[config.mk]
export PLATFORM = sky130hd
export DESIGN_NAME = ecp5pll_phase_sweep
export DESIGN_NICKNAME = d
export VERILOG_FILES = /design/src/rtl/ecp5pll_phase_sweep.sv
export SDC_FILE = /design/constraint.sdc
export NUM_CORES = 1
export LEC_CHECK = 0
export CORE_MARGIN = 2
export CORE_UTILIZATION = 35
export DETAILED_ROUTE_END_ITERATION = 10
export DONT_BUFFER_PORTS = 1
export PLACE_DENSITY_LB_ADDON = 0.3
export SLEW_MARGIN = 20
export SYNTH_ARGS = -nofsm -noshare
export SYNTH_HDL_FRONTEND = slang
export SYNTH_SLANG_ARGS = --single-unit
[constraint.sdc]
create_clock -name clk -period 7.2 [get_ports clk]
set_input_delay 1.08 -clock clk [delete_from_list [all_inputs] [get_ports clk]]
set_output_delay 1.08 -clock clk [all_outputs]
set_load 0.02 [all_outputs]
[src/rtl/ecp5pll_phase_sweep.sv]
// ECP5 PLL phase sweeper: steps the SDRAM clock phase through every position, scores each with
// the memory tester, then parks the phase at the centre of the longest circular passing window.
module ecp5pll_phase_sweep #(
  parameter int C_STEPS      = 16,
  parameter int C_PULSE      = 4,
  parameter int C_SETTLE     = 1024,
  parameter int C_DWELL      = 1048576,
  parameter int C_MIN_PASS   = 1,
  parameter int C_INIT_PHASE = 0,
  localparam int C_PW        = $clog2(C_STEPS)
) (
  input  logic               clk,
  input  logic               rst_n,
  input  logic               start,
  input  logic               inc,
  input  logic               dec,
  input  logic [31:0]        passcount,
  input  logic [31:0]        failcount,
  output logic               phasedir,
  output logic               phasestep,
  output logic               phaseloadreg,
  output logic               tester_rst_n,
  output logic [C_PW-1:0]    phase,
  output logic [C_STEPS-1:0] pass_map,
  output logic [C_PW-1:0]    best_start,
  output logic [C_PW:0]      best_len,
  output logic               busy,
  output logic               done,
  output logic               fail,
  output logic [3:0]         dbg_state
);

  // Handshake: start/inc/dec are single-cycle strobes without a ready; they are accepted only
  // while busy is low (IDLE or DONE) and dropped otherwise. start beats inc/dec; inc+dec cancel.

  typedef enum logic [3:0] {
    S_IDLE, S_DONE, S_SETUP, S_HI, S_LO, S_SETTLE, S_DWELL, S_EVAL, S_SCAN, S_PICK, S_SEEK
  } state_t;

  localparam logic [C_PW-1:0] LAST_K     = C_PW'(C_STEPS - 1);
  localparam logic [C_PW:0]   FULL       = (C_PW+1)'(C_STEPS);
  localparam logic [C_PW:0]   SCAN_LAST  = (C_PW+1)'(2 * C_STEPS - 1);
  localparam logic [31:0]     PULSE_LAST = 32'(C_PULSE - 1);
  localparam logic [31:0]     SETTLE_LAST = 32'(C_SETTLE - 1);
  localparam logic [31:0]     DWELL_LAST = 32'(C_DWELL - 1);

  state_t            state, state_d, ret, ret_d;
  logic              dir_d;
  logic [31:0]       cnt, cnt_d;
  logic [C_PW-1:0]   p0, k, target, scan_pos;
  logic [C_PW:0]     scan_i, run, run_nx;
  logic [31:0]       snap_p, snap_f;
  logic              eval_pass, scan_bit;

  // ret remembers where a step primitive hands control back to.
  always_comb begin
    state_d = state;
    ret_d   = ret;
    dir_d   = phasedir;
    case (state)
      S_IDLE, S_DONE: begin
        if (start) begin
          state_d = S_SETTLE;
        end else if (inc ^ dec) begin
          state_d = S_SETUP;
          dir_d   = dec;
          ret_d   = state;
        end
      end
      S_SETUP:  state_d = S_HI;
      S_HI:     if (cnt == PULSE_LAST) state_d = S_LO;
      S_LO:     if (cnt == PULSE_LAST) state_d = ret;
      S_SETTLE: if (cnt == SETTLE_LAST) state_d = S_DWELL;
      S_DWELL:  if (cnt == DWELL_LAST) state_d = S_EVAL;
      S_EVAL: begin
        state_d = S_SETUP;
        dir_d   = 1'b0;
        ret_d   = (k == LAST_K) ? S_SCAN : S_SETTLE;
      end
      S_SCAN:   if (scan_i == SCAN_LAST) state_d = S_PICK;
      S_PICK:   state_d = (best_len == '0 || best_len == FULL) ? S_DONE : S_SEEK;
      S_SEEK: begin
        if (phase == target) begin
          state_d = S_DONE;
        end else begin
          state_d = S_SETUP;
          dir_d   = 1'b0;
          ret_d   = S_SEEK;
        end
      end
      default:  state_d = S_IDLE;
    endcase
  end

  assign cnt_d = (state_d != state) ? '0 : cnt + 32'd1;

  assign scan_pos = p0 + scan_i[C_PW-1:0];
  assign scan_bit = pass_map[scan_pos];

  always_comb begin
    run_nx = '0;
    if (scan_bit) run_nx = (run == FULL) ? run : run + (C_PW+1)'(1);
  end

  // Counter differences are taken mod 2^32 so tester counter wrap is harmless.
  assign eval_pass = ((failcount - snap_f) == 32'd0) &&
                     ((passcount - snap_p) >= 32'(C_MIN_PASS));

  always_ff @(posedge clk) begin
    if (!rst_n) begin
      state        <= S_IDLE;
      ret          <= S_IDLE;
      cnt          <= '0;
      phasedir     <= 1'b0;
      phasestep    <= 1'b0;
      tester_rst_n <= 1'b1;
      phase        <= C_PW'(C_INIT_PHASE);
      pass_map     <= '0;
      best_start   <= '0;
      best_len     <= '0;
      fail         <= 1'b0;
      p0           <= '0;
      k            <= '0;
      target       <= '0;
      snap_p       <= '0;
      snap_f       <= '0;
      scan_i       <= '0;
      run          <= '0;
    end else begin
      state        <= state_d;
      ret          <= ret_d;
      cnt          <= cnt_d;
      phasedir     <= dir_d;
      phasestep    <= (state_d == S_HI);
      tester_rst_n <= (state_d != S_SETTLE);
      if (state == S_HI && state_d == S_LO)
        phase <= phasedir ? phase - C_PW'(1) : phase + C_PW'(1);
      case (state)
        S_IDLE, S_DONE: begin
          if (start) begin
            p0         <= phase;
            pass_map   <= '0;
            fail       <= 1'b0;
            k          <= '0;
            best_len   <= '0;
            best_start <= '0;
          end
        end
        S_DWELL: begin
          if (cnt == 32'd0) begin
            snap_p <= passcount;
            snap_f <= failcount;
          end
        end
        S_EVAL: begin
          pass_map[phase] <= eval_pass;
          if (k != LAST_K) k <= k + C_PW'(1);
          scan_i <= '0;
          run    <= '0;
        end
        S_SCAN: begin
          run    <= run_nx;
          scan_i <= scan_i + (C_PW+1)'(1);
          // Strictly greater keeps the earliest window on ties.
          if (run_nx > best_len) begin
            best_len   <= run_nx;
            best_start <= scan_pos - run_nx[C_PW-1:0] + C_PW'(1);
          end
        end
        S_PICK: begin
          if (best_len == '0) fail <= 1'b1;
          else if (best_len == FULL) best_start <= p0;
          else target <= best_start + best_len[C_PW:1];
        end
        default: ;
      endcase
    end
  end

  assign phaseloadreg = 1'b0;
  assign busy         = (state != S_IDLE) && (state != S_DONE);
  assign done         = (state == S_DONE);
  assign dbg_state    = state;

endmodule

==> results of run 1 <==
## metrics by stage
stage               setup WS (ns)  hold slack, ns
floorplan                    2.91           0.441
global placement             2.07           0.449
detailed placement           2.03           0.456
CTS                          2.49           0.466
global route                 2.12           0.479
finish                       2.47           0.462
## cell families after synthesis
group	count (synthesis)	synth area share
compound gates	406	0.234
buf+inv	183	0.0610
simple gates	645	0.262
flops	159	0.264
mux	24	0.0244
xor+xnor	77	0.0560
fa+ha+maj	91	0.0976
other cells	1	0.000311
## placed cells by master, fill, tap and decap left out, types with 33 or more instances in the layout
cell and n:
sky130_fd_sc_hd__a21boi_0 77, sky130_fd_sc_hd__a21oi_1 87, sky130_fd_sc_hd__dfxtp_1 159, sky130_fd_sc_hd__ha_1 86, sky130_fd_sc_hd__inv_1 107, sky130_fd_sc_hd__nand2_1 245, sky130_fd_sc_hd__nand3_1 39, sky130_fd_sc_hd__nor2_1 118
sky130_fd_sc_hd__nor3_1 33, sky130_fd_sc_hd__o21ai_0 62, sky130_fd_sc_hd__xnor2_1 39, sky130_fd_sc_hd__xor2_1 38
## layout make-up
class                      instances  area [um2]
clock buffer                      18         429
sequential                       159        3180
clock inverter                    13         153
timing repair buffer               6        45.0
fill                            3527       20800
inverter                         107         402
tap                              448         561
multi-input combinational       1244        8140
## registers in the layout (all words and copies together) (netlist names)
signal / cells
best_len: 5
snap_p: 32
cnt: 32
p0: 4
phasedir: 1
pass_map: 16
ret: 4
k: 4
target: 4
phase: 4
scan_i: 5
tester_rst_n: 1
fail: 1
run: 5
phasestep: 1
snap_f: 32
dbg_state: 4
best_start: 4
## synthesized netlist by cell type, drive strengths merged (8+ instances only)
cell type / n
mux2i: 17
nand4: 26
and2: 23
a211oi: 13
or2: 8
nand2b: 19
o21a: 16
inv: 107
nand4b: 16
nor2b: 32
dfxtp: 159
or3: 9
nand3: 40
and3: 29
buf: 10
a21oi: 90
nor4: 19
a21boi: 77
a21o: 14
xor2: 38
nor2: 118
o21ai: 78
nor3: 34
nand2: 245
o2111ai: 9
o211ai: 19
clkbuf: 66
ha: 86
xnor2: 39
a31oi: 11
## tightest hold or removal path, delay by kind of cell (launching register included)
| kind | cells | cell delay (ns) |
|---|---|---|
| AOI/OAI and AO/OA | 1 | 0.06 |
| DFF | 1 | 0.31 |
| and+or+nand+nor | 1 | 0.05 |
## power breakdown
part	switching, W	leakage [nW]	total (W)	internal, W
Combinational	0.000262	2.94	0.000425	0.000163
Sequential	0.0000259	1.28	0.000921	0.000895
Clock	0.000421	0.280	0.000938	0.000518
Total	0.000709	4.51	0.00228	0.00158
## metal layers
layer  part of all wire  up-vias  global-route usage
met3              0.059       50              0.0400
li1                   -     5516                   -
met5                  0        -                   0
met4              0.023        0              0.0665
met2               0.45      251               0.292
met1               0.47     5208               0.240
## final timing paths
kind | start | end | slack [ns] | depth (start not counted)
setup / recovery | passcount[0] | pass_map[4] | 2.47 | 14
hold / removal | snap_f[16] | snap_f[16] | 0.46 | 2
setup reg to reg | scan_i[0] | best_start[3] | 2.51 | 16
hold reg to reg | snap_f[16] | snap_f[16] | 0.46 | 2
==> impl_metrics.env, run 1 <==
export IMPL_grt_overflow_total=0
export IMPL_die_y_um=190
export IMPL_initial_antenna_violation_count=0
export IMPL_timing_critical_path_buf_inv=2
export IMPL_finish_cell_count_without_fillers=1995
export IMPL_wire_per_inst_um=16.3
export IMPL_clk_pin_slew_worst_paths_ns=0.07
export IMPL_gp_congestion=0.908
export IMPL_floorplan_die_width_um=190
export IMPL_dpl_cells=1964
export IMPL_placementRows=67
export IMPL_first_global_vias=10500
export IMPL_syn_cell_area_um2=12000
export IMPL_hold_path_class="register to register"
export IMPL_clkSinkCount=159
export IMPL_initial_core_util=0.357
export IMPL_edff_count_synth=0
export IMPL_maxCapViolCount=0
export IMPL_yosys_area_top_type="sky130_fd_sc_hd__dfxtp_1"
export IMPL_timing_final_max_slew_violations=0
export IMPL_timing_critical_path_required_ns=7.50
export IMPL_yosysTopAreaCellShare=0.264
export IMPL_layout_core_utilization=0.383
export IMPL_core_region_area_um2=33700
export IMPL_rsz0062_at_grt="false"
export IMPL_synthesis_nets=1746
export IMPL_period_needed_ns=4.73
export IMPL_yosys_most_used_dff="sky130_fd_sc_hd__dfxtp_1"
export IMPL_nets=1695
export IMPL_worst_endpoint_data_arrival_time_ns=5.03
export IMPL_p_leak_nw=4.51
export IMPL_synthesis_yosys_warnings=0
export IMPL_via_to_cell_ratio=5.53
export IMPL_cts_hold_buf=0
export IMPL_root_buffer="sky130_fd_sc_hd__clkbuf_16"
export IMPL_design_area_um2=12900
export IMPL_ys_top_cells_by_area="sky130_fd_sc_hd__dfxtp_1 (26%), sky130_fd_sc_hd__ha_1 (8.9%), sky130_fd_sc_hd__nand2_1 (7.6%)"
export IMPL_period_share=0.657
export IMPL_clock_skew_final_ns=0.0169
export IMPL_number_of_design_rule_violations_left_by_the_first_detailed_router_iteration=731
export IMPL_cts_tree="built"
export IMPL_gr_usage_all_layers=0.182
export IMPL_slowest_stage="sky130_fd_sc_hd__and4_1"
export IMPL_clock_latency_ns=0.46
export IMPL_critical_path_startpoint_type="input pin"
export IMPL_slew_limit_headroom=0.291
export IMPL_cp_max_fo=16
export IMPL_ys_ff_latch=159
export IMPL_die_ar_um2=35900
export IMPL_routed_via_count=11000
export IMPL_clk_path_buf_depth=2
export IMPL_ir_worst_vdd_mv=0.170
export IMPL_synthArstFlopShare=0
export IMPL_detailedPlacementHpwl_um=24000
export IMPL_io_pins=109
export IMPL_clock_fmax_mhz=211
export IMPL_placed_cell_area_um2=12300
export IMPL_seq_area_frac_synth=0.264
export IMPL_drtPass1Iterations=5
export IMPL_post_cts_resized=0
export IMPL_run_status="complete, no violations"
export IMPL_critical_path_cell_chain="inv_1 > ha_1 > inv_1 > fa_1 > a21oi_1 > o211ai_1 > and3_4 > or4b_1 > nand2_1 > xnor2_1 > a2111o_1 > a2111oi_2 > and4_1 > o21ai_0"
export IMPL_ys_types=87
export IMPL_finalSetupViolCount=0
export IMPL_cts_inserted_buffers=17
export IMPL_synthCells=1586
export IMPL_totalWireLength_um=32500
export IMPL_critical_path_top_cell_by_count="sky130_fd_sc_hd__inv_1"
export IMPL_finalSetupTns_ns=0
export IMPL_critical_path_class="input pin to register"
export IMPL_final_hold_viol_count=0
export IMPL_grt_start_max_net_pins=111
export IMPL_syn_area_per_cell_um2=7.59
export IMPL_worst_slew_pin_slew_ns=1.05
export IMPL_cp_end_kind="register"
export IMPL_diodes=0
export IMPL_cellPowerDensity_nw_per_um2=177
export IMPL_final_layout_size_suffix_gt1_frac=0.0543
export IMPL_clock_tree_htree_level_count=4
export IMPL_crit_path_max_incr_delay_ns=0.85
export IMPL_numPortBuffers=0
export IMPL_grt_first_pass_wirelength_um=54000
export IMPL_timing_critical_path_max_delay_family="simple AND/OR/NAND/NOR gates"
export IMPL_remaining_drc_errors=0
export IMPL_syn2layout_area_growth_pct=7.19
export IMPL_post_cts_setup_buffer_count=0
export IMPL_drt_antenna_violating_nets=0
export IMPL_total_power_w=0.00228
(Power assumes the default switching activity.)
==> run 2: changes to the inputs <==
clock period = 4.5 ns   (was 7.2 ns; I/O delays follow)
==> impl_metrics.env, run 2 (synthesized netlist as in run 1, its figures left out) <==
export IMPL_cts_hold_buf=0
export IMPL_die_y_um=190
export IMPL_final_hold_viol_count=0
export IMPL_detailedPlacementHpwl_um=24700
export IMPL_run_status="complete, no violations"
export IMPL_grt_first_pass_wirelength_um=54200
export IMPL_post_cts_resized=0
export IMPL_finalSetupTns_ns=0
export IMPL_cellPowerDensity_nw_per_um2=274
export IMPL_timing_final_max_slew_violations=0
export IMPL_io_pins=109
export IMPL_critical_path_cell_chain="ha_1 > fa_1 > mux4_2 > mux2i_1 > mux2i_1 > and2_1 > ha_1 > nor2b_1 > o21a_1 > o21ai_0 > nand2b_1 > a21oi_1 > a311oi_1 > o31ai_1 > buf_4 > a221o_1 > and3_1"
export IMPL_totalWireLength_um=32700
export IMPL_gp_congestion=0.913
export IMPL_drtPass1Iterations=6
export IMPL_gr_usage_all_layers=0.184
export IMPL_clock_fmax_mhz=245
export IMPL_clock_latency_ns=0.45
export IMPL_root_buffer="sky130_fd_sc_hd__clkbuf_16"
export IMPL_worst_slew_pin_slew_ns=0.835
export IMPL_worst_endpoint_data_arrival_time_ns=4.42
export IMPL_via_to_cell_ratio=5.49
export IMPL_cts_tree="built"
export IMPL_critical_path_startpoint_type="register"
export IMPL_routed_via_count=11000
export IMPL_clk_path_buf_depth=2
export IMPL_rsz0062_at_grt="false"
export IMPL_layout_cells_most_common_list="sky130_fd_sc_hd__nand2_1 (245), sky130_fd_sc_hd__dfxtp_1 (159), sky130_fd_sc_hd__nor2_1 (118)"
export IMPL_slowest_stage="sky130_fd_sc_hd__fa_1"
export IMPL_period_share=0.908
export IMPL_grt_start_max_net_pins=111
export IMPL_total_power_w=0.00355
export IMPL_final_layout_size_suffix_gt1_frac=0.0597
export IMPL_number_of_design_rule_violations_left_by_the_first_detailed_router_iteration=878
export IMPL_finalSetupViolCount=0
export IMPL_layout_core_utilization=0.384
export IMPL_cp_end_kind="register"
export IMPL_hold_path_class="input pin to register"
export IMPL_core_region_area_um2=33700
export IMPL_cp_max_fo=8
export IMPL_timing_critical_path_max_delay_family="adder cells"
export IMPL_placementRows=67
export IMPL_floorplan_die_width_um=190
export IMPL_period_needed_ns=4.09
export IMPL_remaining_drc_errors=0
export IMPL_timing_critical_path_required_ns=4.84
export IMPL_maxCapViolCount=0
export IMPL_clk_pin_slew_worst_paths_ns=0.07
export IMPL_clkSinkCount=159
export IMPL_initial_core_util=0.357
export IMPL_clock_skew_final_ns=0.0117
export IMPL_timing_critical_path_buf_inv=1
export IMPL_critical_path_class="register to register"
export IMPL_cts_inserted_buffers=17
export IMPL_first_global_vias=10500
export IMPL_slew_limit_headroom=0.442
export IMPL_p_leak_nw=4.54
export IMPL_nets=1704
export IMPL_layout_commonest_cell="sky130_fd_sc_hd__nand2_1"
export IMPL_syn2layout_area_growth_pct=7.49
export IMPL_grt_overflow_total=0
export IMPL_die_ar_um2=35900
export IMPL_crit_path_max_incr_delay_ns=0.59
export IMPL_wire_per_inst_um=16.3
export IMPL_diodes=0
export IMPL_numPortBuffers=0
export IMPL_drt_antenna_violating_nets=0
export IMPL_ir_worst_vdd_mv=0.269
export IMPL_post_cts_setup_buffer_count=0
export IMPL_initial_antenna_violation_count=0
export IMPL_largest_registers="cnt: 32 flops, snap_f: 32 flops, snap_p: 32 flops"
export IMPL_clock_tree_htree_level_count=4
-- run 2: cell count changes in the layout (fill, tap and decap cells not counted), sizes merged --
cell    change
bufinv      -2
clkinv      +2
buf         +9
clkbuf      +1
-- run 2: per-stage QoR --
step | setup slack [ns] | cells | instance area, um2 | hold slack, ns
2_1_floorplan | 0.618 | 1586 | 12000 | 0.441
3_3_place_gp | 0.327 | 1973 | 12400 | 0.449
3_5_place_dp | 0.225 | 1973 | 12400 | 0.456
4_1_cts | 0.434 | 2005 | 12900 | 0.350
5_1_grt | 0.0971 | 2005 | 12900 | 0.358
6_report | 0.415 | 2005 | 12900 | 0.365
-- run 2: report_power, final --
group          switching (W)  internal [W]
registers          0.0000422       0.00143
logic               0.000417      0.000263
clock network       0.000664      0.000730
-- run 2: area by class of cell --
| type | instances | area (um2) |
|---|---|---|
| multi-input combinational | 1244 | 8130 |
| tap | 448 | 561 |
| sequential | 159 | 3180 |
| inverter | 107 | 402 |
| timing repair buffer | 15 | 125 |
| clock buffer | 19 | 443 |
| clock inverter | 13 | 100 |
| fill | 3551 | 20800 |
-- run 2: final timing paths --
| kind | cells after the start | to | slack (ns) | start |
|---|---|---|---|---|
| worst max register to register | 17 | best_start[0] | 0.41 | scan_i[0] |
| worst max-delay path | 17 | best_start[0] | 0.41 | scan_i[0] |
| worst min-delay path | 2 | snap_f[31] | 0.36 | failcount[31] |
| worst min register to register | 2 | snap_p[24] | 0.46 | snap_p[24] |
-- run 2: metal layers --
layer / part of all wire / track usage / vias up
li1: - / - / 5523
met1: 0.46 / 0.240 / 5175
met3: 0.075 / 0.0465 / 33
met2: 0.45 / 0.298 / 285
met5: 0 / 0 / -
met4: 0.016 / 0.0531 / 0
-- run 2: worst register-to-register path: cells and delay by family (launching register included) --
| family | cells | cell delay, ns |
|---|---|---|
| adder cells (fa/ha/maj) | 3 | 1.09 |
| AO/OA/AOI/OAI | 6 | 1.00 |
| multiplexers | 3 | 0.70 |
| AND/OR/NAND/NOR | 4 | 0.64 |
| buffers and inverters | 1 | 0.18 |
| flip-flops | 1 | 0.35 |
==> run 3: changes to the inputs <==
DONT_BUFFER_PORTS = unset   (was 1)
==> impl_metrics.env, run 3 (synthesized netlist as in run 1, its figures left out) <==
export IMPL_first_global_vias=10900
export IMPL_grt_overflow_total=0
export IMPL_worst_r2r_setup_slack_ns=0.37
export IMPL_layout_commonest_cell="sky130_fd_sc_hd__nand2_1"
export IMPL_finalSetupViolCount=0
export IMPL_initial_antenna_violation_count=0
export IMPL_slew_limit_headroom=0.482
export IMPL_clock_fmax_mhz=242
export IMPL_p_leak_nw=5.01
export IMPL_cts_tree="built"
export IMPL_wire_per_inst_um=15.4
export IMPL_gr_usage_all_layers=0.183
export IMPL_gp_congestion=0.928
export IMPL_core_region_area_um2=33700
export IMPL_placed_cell_area_um2=13600
export IMPL_clock_tree_htree_level_count=4
export IMPL_drtPass1Iterations=5
export IMPL_number_of_design_rule_violations_left_by_the_first_detailed_router_iteration=825
export IMPL_critical_path_class="register to register"
export IMPL_layout_core_utilization=0.420
export IMPL_root_buffer="sky130_fd_sc_hd__clkbuf_16"
export IMPL_finalSetupTns_ns=0
export IMPL_cellPowerDensity_nw_per_um2=264
export IMPL_clock_latency_ns=0.45
export IMPL_remaining_drc_errors=0
export IMPL_grt_first_pass_wirelength_um=54100
export IMPL_timing_critical_path_required_ns=4.84
export IMPL_sequential_cell_area_um2=3180
export IMPL_final_hold_viol_count=0
export IMPL_layout_cells_most_common_list="sky130_fd_sc_hd__nand2_1 (245), sky130_fd_sc_hd__dfxtp_1 (159), sky130_fd_sc_hd__nor2_1 (118)"
export IMPL_grt_start_max_net_pins=68
export IMPL_rsz0062_at_grt="false"
export IMPL_diodes=0
export IMPL_placementRows=67
export IMPL_cp_max_fo=8
export IMPL_nets=1822
export IMPL_initial_core_util=0.357
export IMPL_largest_registers="cnt: 32 flops, snap_f: 32 flops, snap_p: 32 flops"
export IMPL_post_cts_resized=0
export IMPL_layout_filler_cells=3466
export IMPL_ir_worst_vdd_mv=0.268
export IMPL_clk_path_buf_depth=2
export IMPL_die_ar_um2=35900
export IMPL_die_y_um=190
export IMPL_drt_antenna_violating_nets=0
export IMPL_period_share=0.917
export IMPL_clk_pin_slew_worst_paths_ns=0.07
export IMPL_period_needed_ns=4.13
export IMPL_worst_slew_pin_slew_ns=0.771
export IMPL_clkSinkCount=159
export IMPL_post_cts_setup_buffer_count=0
export IMPL_numPortBuffers=107
export IMPL_timing_final_max_slew_violations=0
export IMPL_syn2layout_area_growth_pct=17.5
export IMPL_floorplan_die_width_um=190
export IMPL_total_power_w=0.00373
export IMPL_worst_endpoint_data_arrival_time_ns=4.47
export IMPL_design_area_um2=14100
export IMPL_run_status="complete, no violations"
export IMPL_io_pins=109
export IMPL_timing_hold_ws_ns=0.464
export IMPL_routed_via_count=11500
export IMPL_cp_end_kind="register"
export IMPL_via_to_cell_ratio=5.40
export IMPL_multi_input_area_um2=8140
export IMPL_maxCapViolCount=0
export IMPL_critical_path_startpoint_type="register"
export IMPL_detailedPlacementHpwl_um=24700
export IMPL_final_layout_size_suffix_gt1_frac=0.0639
export IMPL_cts_hold_buf=0
export IMPL_clock_skew_final_ns=0.0188
export IMPL_totalWireLength_um=32700
export IMPL_cts_inserted_buffers=17
export IMPL_hold_path_class="register to register"
-- run 3: changes by cell type in the layout (fill, tap and decap cells not counted), sizes merged --
cell / change
inv: +1
buf: +12
clkdlybuf4s50: +106
clkbuf: -2
clkinv: +1
-- run 3: path summary, 6_finish.rpt --
kind | start | endpoint | cells past startpoint
worst max register to register | p0[0] | best_start[3] | 17
worst min-delay path | snap_f[30] | snap_f[30] | 2
worst max-delay path | p0[0] | best_start[3] | 17
worst min register to register | snap_f[30] | snap_f[30] | 2
-- run 3: layer usage --
metal / vias up / wire length [um] / GRT usage
met2: 245 / 14900 / 0.297
met1: 5400 / 15800 / 0.247
li1: 5772 / - / -
met3: 42 / 1310 / 0.0308
met5: - / 0 / 0
met4: 0 / 683 / 0.0593
-- run 3: worst max-delay path: stages, from the launching register on --
cell                       delay, ns
sky130_fd_sc_hd__dfxtp_1        0.34
sky130_fd_sc_hd__ha_1           0.23
sky130_fd_sc_hd__fa_1           0.62
sky130_fd_sc_hd__mux4_2         0.34
sky130_fd_sc_hd__mux2i_1        0.23
sky130_fd_sc_hd__mux2i_1        0.20
sky130_fd_sc_hd__and2_1         0.24
sky130_fd_sc_hd__ha_1           0.29
sky130_fd_sc_hd__nor2b_1        0.13
sky130_fd_sc_hd__o21a_1         0.11
sky130_fd_sc_hd__o21ai_0        0.06
sky130_fd_sc_hd__nand2b_1       0.08
sky130_fd_sc_hd__a21oi_1        0.06
sky130_fd_sc_hd__a311oi_1       0.35
sky130_fd_sc_hd__o31ai_1        0.12
sky130_fd_sc_hd__buf_4          0.19
sky130_fd_sc_hd__a221o_1        0.25
sky130_fd_sc_hd__and3_1         0.18
-- run 3: report_power, final --
part / internal, W / switching (W) / leakage [nW]
logic: 0.000343 / 0.000473 / 3.44
registers: 0.00143 / 0.0000294 / 1.28
clock network: 0.000744 / 0.000710 / 0.282
-- run 3: stage by stage --
step	worst slack (ns)	cells
floorplan	0.618	1586
global placement	0.0617	2091
detailed placement	0.0211	2091
CTS	0.327	2123
global route	0.00498	2123
finish	0.372	2123
-- run 3: cell type report --
cell class	instances	area share
Clock buffer	17	0.0301
Clock inverter	15	0.0118
Inverter	107	0.0284
Multi-Input combinational cell	1244	0.575
Sequential cell	159	0.225
Tap cell	448	0.0396
Timing Repair Buffer	133	0.0900
